[config.mk]
export PLATFORM = sky130hd
export DESIGN_NAME = pipe_sim_monitor
export DESIGN_NICKNAME = d
export VERILOG_FILES = /design/src/rtl/pipe_sim_monitor.sv
export SDC_FILE = /design/constraint.sdc
export NUM_CORES = 1
export LEC_CHECK = 0
export BUFFER_PORTS_ARGS = -buffer_cell sky130_fd_sc_hd__buf_2
export CAP_MARGIN = 5
export CORE_MARGIN = 5
export CORE_UTILIZATION = 55
export DETAILED_ROUTE_END_ITERATION = 6
export PLACE_DENSITY = 0.86
export REMOVE_ABC_BUFFERS = 1
export SLEW_MARGIN = 0
export SYNTH_ARGS = -nofsm -noshare
export SYNTH_HDL_FRONTEND = slang
export SYNTH_SLANG_ARGS = --single-unit
export TNS_END_PERCENT = 30
[constraint.sdc]
create_clock -name clk -period 3.6 [get_ports clk]
set_clock_uncertainty 0.1 [all_clocks]
set_input_delay 0.54 -clock clk [delete_from_list [all_inputs] [get_ports clk]]
set_output_delay 0.54 -clock clk [all_outputs]
set_load 0.005 [all_outputs]
[src/rtl/pipe_sim_monitor.sv]
// rtl/pipe_sim_monitor.sv - run-control monitor for the three-stage pipe core
//
// Purpose: watches the core for a stuck fetch PC, raised exceptions and
// out-of-range instruction/data memory accesses. The first terminating event
// is latched with its cause and address, the block drains for DRAIN_CYCLES
// edges, then holds done until reset.
//
// Ports:
//   clk                 rising-edge clock
//   reset               synchronous active-high reset
//   stall               core stall; freezes stuck counter, last PC, cycle count
//   inst_fetch_pc       current fetch PC
//   inst_mem_is_ready   instruction fetch request valid
//   inst_mem_address    instruction fetch address
//   dmem_write_ready    data write request valid
//   dmem_write_address  data write address
//   dmem_read_ready     data read request valid
//   dmem_read_address   data read address
//   exception           core exception flag
//   halt_req            high in DRAIN and HALT
//   done                high in HALT
//   done_cause          0 none, 1 imem, 2 dmem write, 3 dmem read, 4 exception, 5 timeout
//   fault_addr          offending address, or fetch PC for causes 4 and 5
//   cycle_count         non-stalled RUN cycles, wraps
module pipe_sim_monitor #(
  parameter int ADDR_W          = 32,
  parameter int IMEM_AW         = 12,
  parameter int DMEM_AW         = 12,
  parameter int TIMEOUT_CYCLES  = 100,
  parameter int CNT_W           = 8,
  parameter int DRAIN_CYCLES    = 1,
  parameter bit CHECK_DMEM_READ = 1'b1
) (
  input  logic              clk,
  input  logic              reset,
  input  logic              stall,
  input  logic [ADDR_W-1:0] inst_fetch_pc,
  input  logic              inst_mem_is_ready,
  input  logic [ADDR_W-1:0] inst_mem_address,
  input  logic              dmem_write_ready,
  input  logic [ADDR_W-1:0] dmem_write_address,
  input  logic              dmem_read_ready,
  input  logic [ADDR_W-1:0] dmem_read_address,
  input  logic              exception,
  output logic              halt_req,
  output logic              done,
  output logic [2:0]        done_cause,
  output logic [ADDR_W-1:0] fault_addr,
  output logic [31:0]       cycle_count
);

  typedef enum logic [1:0] {
    ST_IDLE  = 2'd0,
    ST_RUN   = 2'd1,
    ST_DRAIN = 2'd2,
    ST_HALT  = 2'd3
  } state_e;

  localparam int DW = (DRAIN_CYCLES > 1) ? $clog2(DRAIN_CYCLES) : 1;
  localparam logic [DW-1:0]    DRAIN_LAST  = DW'(DRAIN_CYCLES - 1);
  localparam logic [CNT_W-1:0] STUCK_MAX   = '1;
  localparam logic [CNT_W-1:0] TIMEOUT_LIM = CNT_W'(TIMEOUT_CYCLES);

  state_e            state_q, state_d;
  logic [DW-1:0]     drain_q, drain_d;
  logic [CNT_W-1:0]  stuck_q, stuck_d;
  logic [ADDR_W-1:0] last_pc_q, last_pc_d;
  logic [31:0]       cycle_q, cycle_d;
  logic [2:0]        cause_q, cause_d;
  logic [ADDR_W-1:0] fault_q, fault_d;
  logic              halt_q, halt_d;
  logic              done_q, done_d;

  logic              imem_bad, dwr_bad, drd_bad;
  logic [2:0]        ev_cause;
  logic [ADDR_W-1:0] ev_addr;

  // An address is legal only when every bit above the memory size is zero.
  assign imem_bad = inst_mem_is_ready && ((inst_mem_address >> IMEM_AW) != '0);
  assign dwr_bad  = dmem_write_ready && ((dmem_write_address >> DMEM_AW) != '0);
  assign drd_bad  = CHECK_DMEM_READ && dmem_read_ready &&
                    ((dmem_read_address >> DMEM_AW) != '0);

  // Priority encode the candidate event; only consumed while in RUN.
  always_comb begin
    ev_cause = 3'd0;
    ev_addr  = '0;
    if (imem_bad) begin
      ev_cause = 3'd1;
      ev_addr  = inst_mem_address;
    end else if (dwr_bad) begin
      ev_cause = 3'd2;
      ev_addr  = dmem_write_address;
    end else if (drd_bad) begin
      ev_cause = 3'd3;
      ev_addr  = dmem_read_address;
    end else if (exception) begin
      ev_cause = 3'd4;
      ev_addr  = inst_fetch_pc;
    end else if (stuck_q > TIMEOUT_LIM) begin
      // Uses the registered count, so detection lags the count by one edge.
      ev_cause = 3'd5;
      ev_addr  = inst_fetch_pc;
    end
  end

  always_comb begin
    state_d   = state_q;
    drain_d   = drain_q;
    stuck_d   = stuck_q;
    last_pc_d = last_pc_q;
    cycle_d   = cycle_q;
    cause_d   = cause_q;
    fault_d   = fault_q;

    case (state_q)
      ST_IDLE: begin
        if (!stall) state_d = ST_RUN;
      end
      ST_RUN: begin
        if (!stall) begin
          last_pc_d = inst_fetch_pc;
          if (inst_fetch_pc == last_pc_q)
            stuck_d = (stuck_q == STUCK_MAX) ? STUCK_MAX : stuck_q + 1'b1;
          else
            stuck_d = '0;
          cycle_d = cycle_q + 32'd1;
        end
        if (ev_cause != 3'd0) begin
          state_d = ST_DRAIN;
          drain_d = '0;
          cause_d = ev_cause;
          fault_d = ev_addr;
        end
      end
      ST_DRAIN: begin
        if (drain_q == DRAIN_LAST) state_d = ST_HALT;
        else                       drain_d = drain_q + 1'b1;
      end
      ST_HALT: begin
        state_d = ST_HALT;
      end
      default: state_d = ST_IDLE;
    endcase

    // Flag outputs follow the next state so they are true flops, not decodes.
    halt_d = (state_d == ST_DRAIN) || (state_d == ST_HALT);
    done_d = (state_d == ST_HALT);
  end

  always_ff @(posedge clk) begin
    if (reset) begin
      state_q   <= ST_IDLE;
      drain_q   <= '0;
      stuck_q   <= '0;
      last_pc_q <= '0;
      cycle_q   <= '0;
      cause_q   <= '0;
      fault_q   <= '0;
      halt_q    <= 1'b0;
      done_q    <= 1'b0;
    end else begin
      state_q   <= state_d;
      drain_q   <= drain_d;
      stuck_q   <= stuck_d;
      last_pc_q <= last_pc_d;
      cycle_q   <= cycle_d;
      cause_q   <= cause_d;
      fault_q   <= fault_d;
      halt_q    <= halt_d;
      done_q    <= done_d;
    end
  end

  assign halt_req    = halt_q;
  assign done        = done_q;
  assign done_cause  = cause_q;
  assign fault_addr  = fault_q;
  assign cycle_count = cycle_q;

endmodule

==> impl_results.md <==
- Iteration-0 DRC Markers: 621
- Vias in the first global route: 5758
- Via count: 6140
- Flop-to-flop setup slack: 0.93 ns
- Number of flops mapped to enable cells by yosys: 0
- Setup Fix Bufs, Post-CTS: 0
- First-pass DRT Iterations: 5
- Minimum clock period: 2.67 ns
- Remaining DRCs: 0
- Synth top area cells: dfxtp_1, nand2_1, xor2_1
- Core area: 0.0107 mm²
- CP max FO: 46
- Largest net degree at the start of global routing: 78
- Most frequent cell after synthesis: nand2_1
- Max Cap Violations: 0
- Req. time, crit path: 3.79 ns
- Grt total ovfl: 0
- Slew Limit Fails: 0
- Final wirelength: 17300 µm
- Via/cell ratio: 5.77
- Post-synth cell types: 47
- Result of the run: finished clean
- R2r startpoint: stuck_q[0]$_SDFFE_PP0P_
- Period utilization: 74.3%
- Routability cong.: 0.919
- RR Endpoint: fault_addr[2]$_SDFFE_PP0P_
- F_max: 0.374 GHz
- TritonCTS Sinks: 111
- RSZ-0062 raised after global routing: false
- Leakage: 2.98 nW
- Num rows: 38
- Top_reg_cell synth: dfxtp_1
- CTS Hold Bufs: 0
- Die Wd: 114 µm
- Avg Synthesized Cell Area: 7.99 µm²
- Root buffer cell: clkbuf_8
- Initial antenna violation count: 1
- GRT Overall Usage: 26.3%
- Critical Path Source: stuck_q[0]$_SDFFE_PP0P_
- Slew margin rel.: 37.9%
- Total power divided by cell area: 344 mW/mm²
- Final Cell Area: 0.00723 mm²
- Final Core Density: 67.3%
- Area share of the largest cell type after synthesis: 37.1%
- DRT antenna net count: 0
- Startpoint types: register
- Register area share after synthesis: 37.1%
- Worst IR drop on VDD: 0.269 mV
- Dpl hpwl: 12800 µm
- Worst Max-Slew Pin Slew: 0.931 ns
- Clock-pin slew on the worst setup and hold paths: 0.11 ns
- WP data arrival: 2.87 ns
- P&R area growth vs syn: 20.8%
- CP endpoint kind: register
- Worst R2R Path Depth: 9
- Starting Density: 55.7%
- Clock buffer depth: 2
- Async SR Flop Fraction: 0%
- Mapped Area: 0.00599 mm²
- Seq cells post-synth: 111
- CTS Buf Count: 9
- H-Tree Depth: 3
- DIE AREA: 0.0131 mm²
- Inserted Diodes: 0
- Commonest cells post-synth: nand2_1, dfxtp_1, nor2_1
- Mapped Cells: 749
- Final Setup Violations: 0
- Setup crit end: fault_addr[2]$_SDFFE_PP0P_
- Buffers on Ports: 203
- Yosys top cell by area: dfxtp_1
- I/O pin count: 204
- Dpl ws: 0.738 ns
- Dpl cell area: 0.00706 mm²
- Global-route wire length before repair: 28000 µm
- Final hold violation count: 0
- Final #Nets: 1057
- CTS tree: yes
- Wirelength per Cell: 16.3 µm
- Height of the chip: 114 µm
- Synth warn: 0
- Clock latency on the worst-skew pair: 0.37 ns
- Setup ws final: 0.927 ns
- Layout cells sized above 1: 28.9%
- Total power: 0.00249 W
- Crit path kind: register to register
- Hold crit path type: input port to register
- PostCTS Resize Cnt: 0
[flip-flops by register name (all words and copies together) (netlist names)]
name	cells
cycle_count	32
done	1
done_cause	3
fault_addr	32
halt_req	1
last_pc_q	32
state_q	2
stuck_q	8
[worst min-delay path by stage]
stage / start / end / slack (ns) / cells after the start
6_report: inst_fetch_pc[8] / last_pc_q[8]$_SDFFE_PP0P_ / 0.33 / 3
5_1_grt: inst_fetch_pc[2] / last_pc_q[2]$_SDFFE_PP0P_ / 0.31 / 3
4_1_cts: inst_fetch_pc[0] / last_pc_q[0]$_SDFFE_PP0P_ / 0.31 / 3
3_5_place_dp: last_pc_q[20]$_SDFFE_PP0P_ / last_pc_q[20]$_SDFFE_PP0P_ / 0.36 / 2
3_3_place_gp: last_pc_q[6]$_SDFFE_PP0P_ / last_pc_q[6]$_SDFFE_PP0P_ / 0.35 / 2
2_1_floorplan: last_pc_q[0]$_SDFFE_PP0P_ / last_pc_q[0]$_SDFFE_PP0P_ / 0.34 / 2
[cells in the final DEF (no fill, tap or decap), types with 5 or more instances in the layout]
| cell | synthesis | final |
|---|---|---|
| nor3_1 | 10 | 10 |
| a311oi_2 | 27 | 27 |
| o21ai_0 | 37 | 37 |
| nor2_1 | 75 | 75 |
| nor4_1 | 23 | 23 |
| dfxtp_1 | 111 | 111 |
| xnor2_1 | 7 | 7 |
| buf_2 | 15 | 202 |
| nand3_1 | 52 | 52 |
| nand2_1 | 149 | 149 |
| a21oi_1 | 48 | 48 |
| clkbuf_8 | 0 | 9 |
| xor2_1 | 52 | 52 |
| nand4_1 | 11 | 11 |
| a31o_1 | 30 | 30 |
| buf_4 | 1 | 8 |
| a211oi_1 | 5 | 5 |
| nor2b_1 | 5 | 5 |
[final cells by class]
class                   instances  area (µm²)
clock buffers                  10         128
clock inverters                 6        43.8
fillers                       927        3510
inverters                       4        15.0
multi-input cells             581        3540
flip-flops and latches        111        2220
well taps                     140         175
repair buffers                212        1110
[cells by family after synthesis]
kind of cell,after synthesis,synth area share [%]
DFF,111,37.1
xor gates and xnor gates,59,8.63
and+or+nand+nor,347,26.6
adders and majority gates,3,0.627
buffers and inverters,57,4.33
AOI/OAI and AO/OA,172,22.7
[where the power goes]
part	total [W]	switching, W	internal [W]
sequential	0.00132	0.0000325	0.00128
clock	0.000693	0.000436	0.000257
combinational	0.000482	0.000279	0.000202
total	0.00249	0.000748	0.00174
[per-layer routing]
layer	GRT usage (%)	vias up	routed length [µm]
met2	45.2	260	8400
met4	7.60	2	348
met3	5.29	36	1390
li1	-	3008	-
met1	33.5	2834	7180
met5	0	-	7
[critical path, stage by stage (launching register included)]
cell and delay [ns]:
dfxtp_1 0.41, inv_1 0.08, ha_1 0.19, nor2b_1 0.12, o311ai_1 0.11, and2_1 0.23
a41oi_4 0.68, buf_12 0.33, nor2_1 0.08, a311oi_2 0.25
[per-stage QoR]
stage	hold slack, ns	TNS (ns)	cells
final	0.325	0	1064
after global routing	0.310	0	1064
after CTS	0.309	0	1064
after detailed placement	0.358	0	1048
after global placement	0.353	0	1048
after floorplan	0.342	-30.17	696
Note: power is estimated with default switching activity, not from simulation.
